### config.mk
export PLATFORM = sky130hd
export DESIGN_NAME = hc595_scan_ctrl
export DESIGN_NICKNAME = d
export VERILOG_FILES = /design/src/rtl/hc595_scan_ctrl.sv
export SDC_FILE = /design/constraint.sdc
export NUM_CORES = 1
export LEC_CHECK = 0
export BUFFER_PORTS_ARGS = -buffer_cell sky130_fd_sc_hd__buf_2
export CAP_MARGIN = 20
export CORE_MARGIN = 1
export CORE_UTILIZATION = 50
export CTS_BUF_LIST = sky130_fd_sc_hd__clkbuf_8
export CTS_CLUSTER_SIZE = 8
export DETAILED_ROUTE_END_ITERATION = 16
export GPL_TIMING_DRIVEN = 1
export PLACE_DENSITY = 0.71
export REMOVE_ABC_BUFFERS = 1
export SYNTH_ARGS = -nofsm -noshare
export SYNTH_HDL_FRONTEND = slang
export SYNTH_SLANG_ARGS = --single-unit
### constraint.sdc
create_clock -name clk -period 2.3 [get_ports clk]
set_input_delay 0.23 -clock clk [delete_from_list [all_inputs] [get_ports clk]]
set_output_delay 0.23 -clock clk [all_outputs]
set_load 0.01 [all_outputs]
### src/rtl/hc595_scan_ctrl.sv
// Multiplexed 7-segment scan driver feeding a 16-bit 74HC595 chain ({digit select, segments}).
// Optional build macro HC595_SCAN_BLANK_EN inserts an all-off transfer before every digit to suppress ghosting.
//
// state      | meaning
// -----------+---------------------------------------------------------------
// S_LOAD     | one cycle: form {sel, seg} (or 16'hFFFF in a blank slot)
// S_SHIFT_LO | sr_clk low for CLK_DIV cycles, sr_data holds the current bit
// S_SHIFT_HI | sr_clk high for CLK_DIV cycles, chain samples sr_data
// S_LATCH    | sr_latch high for CLK_DIV cycles
// S_DWELL    | digit held lit for DWELL cycles, then advance digit_idx
module hc595_scan_ctrl #(
  parameter int CLK_DIV    = 2,
  parameter int NUM_DIGITS = 4,
  parameter int DWELL      = 100
) (
  input  logic                    clk,
  input  logic                    rst_n,
  input  logic                    upd_valid,
  output logic                    upd_ready,
  input  logic [8*NUM_DIGITS-1:0] upd_data,
  output logic                    sr_data,
  output logic                    sr_clk,
  output logic                    sr_latch,
  output logic [2:0]              digit_idx,
  output logic                    frame_done
);

`ifdef HC595_SCAN_BLANK_EN
  localparam logic BLANK_EN = 1'b1;
`else
  localparam logic BLANK_EN = 1'b0;
`endif

  localparam logic [15:0] CNT_DIV   = 16'(CLK_DIV - 1);
  localparam logic [15:0] CNT_DWELL = 16'(DWELL - 1);
  localparam logic [2:0]  LAST_IDX  = 3'(NUM_DIGITS - 1);

  typedef enum logic [2:0] {
    S_LOAD,
    S_SHIFT_LO,
    S_SHIFT_HI,
    S_LATCH,
    S_DWELL
  } state_t;

  state_t state, state_nxt;

  logic [15:0] cnt, cnt_nxt;
  logic [3:0]  bit_cnt, bit_cnt_nxt;
  logic [15:0] word, word_nxt;
  logic        sr_data_nxt;
  logic [2:0]  digit_idx_nxt;
  logic        blank, blank_nxt;

  logic [8*NUM_DIGITS-1:0] active_buf;
  logic [8*NUM_DIGITS-1:0] shadow_buf;
  logic                    shadow_full;

  logic [7:0]  seg_cur;
  logic [7:0]  sel_cur;
  logic [15:0] load_word;

  always_comb begin
    seg_cur = 8'hFF;
    for (int i = 0; i < NUM_DIGITS; i++) begin
      if (digit_idx == 3'(i)) seg_cur = active_buf[8*i +: 8];
    end
  end

  assign sel_cur   = ~(8'b1 << digit_idx);
  assign load_word = blank ? 16'hFFFF : {sel_cur, seg_cur};

  always_comb begin
    state_nxt     = state;
    cnt_nxt       = cnt;
    bit_cnt_nxt   = bit_cnt;
    word_nxt      = word;
    sr_data_nxt   = sr_data;
    digit_idx_nxt = digit_idx;
    blank_nxt     = blank;
    frame_done    = 1'b0;

    case (state)
      S_LOAD: begin
        word_nxt    = load_word;
        sr_data_nxt = load_word[15];
        bit_cnt_nxt = 4'd15;
        cnt_nxt     = CNT_DIV;
        state_nxt   = S_SHIFT_LO;
      end

      S_SHIFT_LO: begin
        if (cnt == 16'd0) begin
          cnt_nxt   = CNT_DIV;
          state_nxt = S_SHIFT_HI;
        end else begin
          cnt_nxt = cnt - 16'd1;
        end
      end

      S_SHIFT_HI: begin
        if (cnt == 16'd0) begin
          cnt_nxt = CNT_DIV;
          if (bit_cnt == 4'd0) begin
            state_nxt = S_LATCH;
          end else begin
            // word[15] is always the bit on the wire; shift the next one up
            bit_cnt_nxt = bit_cnt - 4'd1;
            word_nxt    = {word[14:0], 1'b0};
            sr_data_nxt = word[14];
            state_nxt   = S_SHIFT_LO;
          end
        end else begin
          cnt_nxt = cnt - 16'd1;
        end
      end

      S_LATCH: begin
        if (cnt == 16'd0) begin
          if (blank) begin
            blank_nxt = 1'b0;
            state_nxt = S_LOAD;
          end else begin
            cnt_nxt   = CNT_DWELL;
            state_nxt = S_DWELL;
          end
        end else begin
          cnt_nxt = cnt - 16'd1;
        end
      end

      S_DWELL: begin
        if (cnt == 16'd0) begin
          state_nxt = S_LOAD;
          blank_nxt = BLANK_EN;
          if (digit_idx == LAST_IDX) begin
            frame_done    = 1'b1;
            digit_idx_nxt = 3'd0;
          end else begin
            digit_idx_nxt = digit_idx + 3'd1;
          end
        end else begin
          cnt_nxt = cnt - 16'd1;
        end
      end

      default: state_nxt = S_LOAD;
    endcase
  end

  always_ff @(posedge clk or negedge rst_n) begin
    if (!rst_n) begin
      state     <= S_LOAD;
      cnt       <= 16'd0;
      bit_cnt   <= 4'd0;
      word      <= 16'd0;
      sr_data   <= 1'b0;
      sr_clk    <= 1'b0;
      sr_latch  <= 1'b0;
      digit_idx <= 3'd0;
      blank     <= BLANK_EN;
    end else begin
      state     <= state_nxt;
      cnt       <= cnt_nxt;
      bit_cnt   <= bit_cnt_nxt;
      word      <= word_nxt;
      sr_data   <= sr_data_nxt;
      sr_clk    <= (state_nxt == S_SHIFT_HI);
      sr_latch  <= (state_nxt == S_LATCH);
      digit_idx <= digit_idx_nxt;
      blank     <= blank_nxt;
    end
  end

  // Shadow is drained at the frame boundary before a new offer can land, so
  // an offer in the frame_done cycle (shadow empty) only fills the shadow.
  always_ff @(posedge clk or negedge rst_n) begin
    if (!rst_n) begin
      active_buf  <= {NUM_DIGITS{8'hFF}};
      shadow_buf  <= {NUM_DIGITS{8'hFF}};
      shadow_full <= 1'b0;
    end else if (frame_done && shadow_full) begin
      active_buf  <= shadow_buf;
      shadow_full <= 1'b0;
    end else if (upd_valid && !shadow_full) begin
      shadow_buf  <= upd_data;
      shadow_full <= 1'b1;
    end
  end

  assign upd_ready = ~shadow_full;

endmodule
==> flow_metrics.tcl <==
set metrics [dict create \
    outcome "completed" \
    drt.antenna.violating_nets 0 \
    drtPass1Iterations 4 \
    worstPathArrival_ns 2.49 \
    holdCritStartpoint "upd_data[1]" \
    cp_slowest_stage_delay_ns 0.60 \
    post_drt_wl_per_cell_um 16.4 \
    tns_ns 0 \
    synthDistinctLibCells 53 \
    synth_cells 436 \
    powerDensity_nw_per_um2 560 \
    cp_slowest_cell "or4_4" \
    cts_buffers 9 \
    grt_pass1_wl_um 17700 \
    ioPinCount 43 \
    insertion_delay_ns 0.38 \
    grt_setup_unrepaired "false" \
    syn-cell-area_sq_um 5110 \
    peakVddDrop_mv 0.335 \
    portBuffers 42 \
    min_period_ns 2.24 \
    fp.dieH_um 103 \
    num_rows 36 \
    crit_start "cnt[7]$_DFFE_PN0P_" \
    clk_path_buf_depth 2 \
    critPathTopFamily "simple AND/OR/NAND/NOR gates" \
    path_clk_slew_ns 0.11 \
    cts_tree "built" \
    stdcell_area_sq_um 5960 \
    grt_pass1_vias 3577 \
    area_delta_synth_final_pct 16.5 \
    skew_ns 0.0121 \
    dieArea_sq_um 10600 \
    dr_total_vias 3648 \
    fin_cells 643 \
    yosys-top-cells-area "dfstp_2, dfrtp_1, mux2_2" \
    holdWs_ns 0.0740 \
    synth_edf_count 0 \
    grt_max_degree 45 \
    drive_gt1_share_pct 43.5 \
    max_slew_margin_pct 65.6 \
    grt.overflow.total 0 \
    num_antenna_cells 0 \
    yosys_register_bits 109 \
    via_per_inst 5.67 \
    synth-main-ff-cell "dfstp_2" \
    setup_viol 0 \
    drc_errors 0 \
    worst_path_most_repeated_cell "or4_4" \
    initial_utilization_pct 51.9 \
    async_flop_share_pct 100 \
    dr.first_iter.drc_count 149 \
    tightest_slew_ns 0.508 \
    hold_path.class "input port to flop" \
    place_area_sq_um 5690 \
    htreeDepth 3 \
    synth_top_area_share_pct 32.9 \
    endpoint_kind "flop" \
    r2r-start "cnt[7]$_DFFE_PN0P_" \
    drv_slew 0 \
    p_leak_nw 2.71 \
    hold_viol_final 0 \
    gp_congestion 0.871 \
    criticalPathCategory "flop to flop" \
    nets 548 \
    max_clock_freq_ghz 0.446 \
    cts_sinks 109 \
    synth_seq_area_share_pct 54.9 \
    antenna_found_initial 0 \
    clockRootBuffer "clkbuf_8" \
    required_ns 2.55 \
    dpl.hpwl_um 7580 \
    routed_wl_um 10600 \
    synth_area_per_cell_sq_um 11.7 \
    synth_top_area_cell "dfstp_2" \
    crit_chain "or4_4 -> or4_4 -> mux2_4 -> a21oi_1 -> nor3_1" \
    worst-path-buf-inv 0 \
    crit_fanout 6 \
    grt_util_all_layers_pct 21.9 \
    maxCapViolCount 0 \
    min_period_over_period_pct 97.4 \
    utilization_pct 60.4 \
    core_area_sq_um 9860 \
    yosys_warnings 0 \
    dpl.cell_count 624 \
    critical_path.startpoint_type "flop" \
    die_x_um 103 \
]
what timing repair did:
action / 4_1_cts / 5_1_grt
endpoints found under the hold margin: 15 / 0
resized for setup: 3 / 7
pin swaps: 0 / 4
hold buffers: 1 / 0
setup endpoints to repair: 1 / 52
setup buffers: 0 / 2
sequential cells by signal (all words and copies together), names as in the netlist:
signal	cells
active_buf	32
bit_cnt	4
cnt	16
sr_data	1
sr_latch	1
sr_clk	1
shadow_full	1
digit_idx	3
word	15
state	3
shadow_buf	32
layout make-up:
type	instances	area (sq um)
Sequential cell	109	2810
Clock buffer	9	124
Timing Repair Buffer	84	559
Inverter	14	52.6
Multi-Input combinational cell	287	2180
Clock inverter	7	66.3
Tap cell	133	166
Fill cell	825	3910
worst paths after layout:
check	to	slack [ns]	depth (start not counted)
setup / recovery	cnt[5]$_DFFE_PN0P_	0.06	5
min in group asynchronous	state[2]$_DFF_PN0_	0.25	2
hold / removal	shadow_buf[1]$_DFFE_PN1P_	0.07	2
max in group asynchronous	active_buf[25]$_DFFE_PN1P_	1.39	3
hold reg to reg	word[6]$_DFFE_PN0P_	0.54	2
setup reg to reg	cnt[5]$_DFFE_PN0P_	0.06	5
power breakdown:
| part | internal (mW) | total (mW) | switching (mW) |
|---|---|---|---|
| Sequential | 2.05 | 2.08 | 0.0358 |
| Combinational | 0.0806 | 0.143 | 0.0629 |
| Clock | 0.421 | 1.11 | 0.692 |
| Total | 2.55 | 3.34 | 0.791 |
Yosys cell counts, types with 6 or more instances:
library cell,number
a21oi_1,21
nand3_1,10
nor2_1,42
a221oi_1,6
o221a_2,7
ha_1,8
o21ai_0,22
or3_1,6
mux2_1,29
nor3_1,9
inv_1,14
nand2_1,15
clkbuf_1,13
mux2_2,36
o211ai_1,7
buf_2,8
dfrtp_1,45
dfstp_2,64
cells by family after synthesis:
| logic type | count (synthesis) | synth area share [%] |
|---|---|---|
| mux | 66 | 14.6 |
| flops | 109 | 54.9 |
| fa+ha+maj | 8 | 1.96 |
| xor+xnor | 8 | 1.37 |
| compound gates | 91 | 12.2 |
| buf+inv | 40 | 3.42 |
| simple gates | 114 | 11.6 |
metrics by stage:
stage | worst slack [ns] | power, mW
2_1_floorplan | -0.392 | 2.16
3_3_place_gp | 0.0693 | 2.25
3_5_place_dp | 0.0194 | 2.26
4_1_cts | 0.00119 | 3.39
5_1_grt | 0.00452 | 3.48
6_report | 0.0593 | 3.34
routing by layer:
metal | up-vias | GRT usage (%) | wire length [um]
li1 | 1724 | - | -
met2 | 85 | 35.4 | 5210
met5 | - | 0 | 0
met1 | 1826 | 30.4 | 4780
met3 | 13 | 3.73 | 421
met4 | 0 | 6.50 | 138
cells in the final DEF (no fill, tap or decap), types with 15 or more instances in the layout:
cell / synthesis / final
o21ai_0: 22 / 22
mux2_1: 29 / 29
dfrtp_1: 45 / 45
nor2_1: 42 / 42
nand2_1: 15 / 15
inv_1: 14 / 15
a21oi_1: 21 / 21
buf_4: 0 / 39
buf_2: 8 / 41
mux2_2: 36 / 36
dfstp_2: 64 / 64
Note: power is estimated with default switching activity, not from simulation.
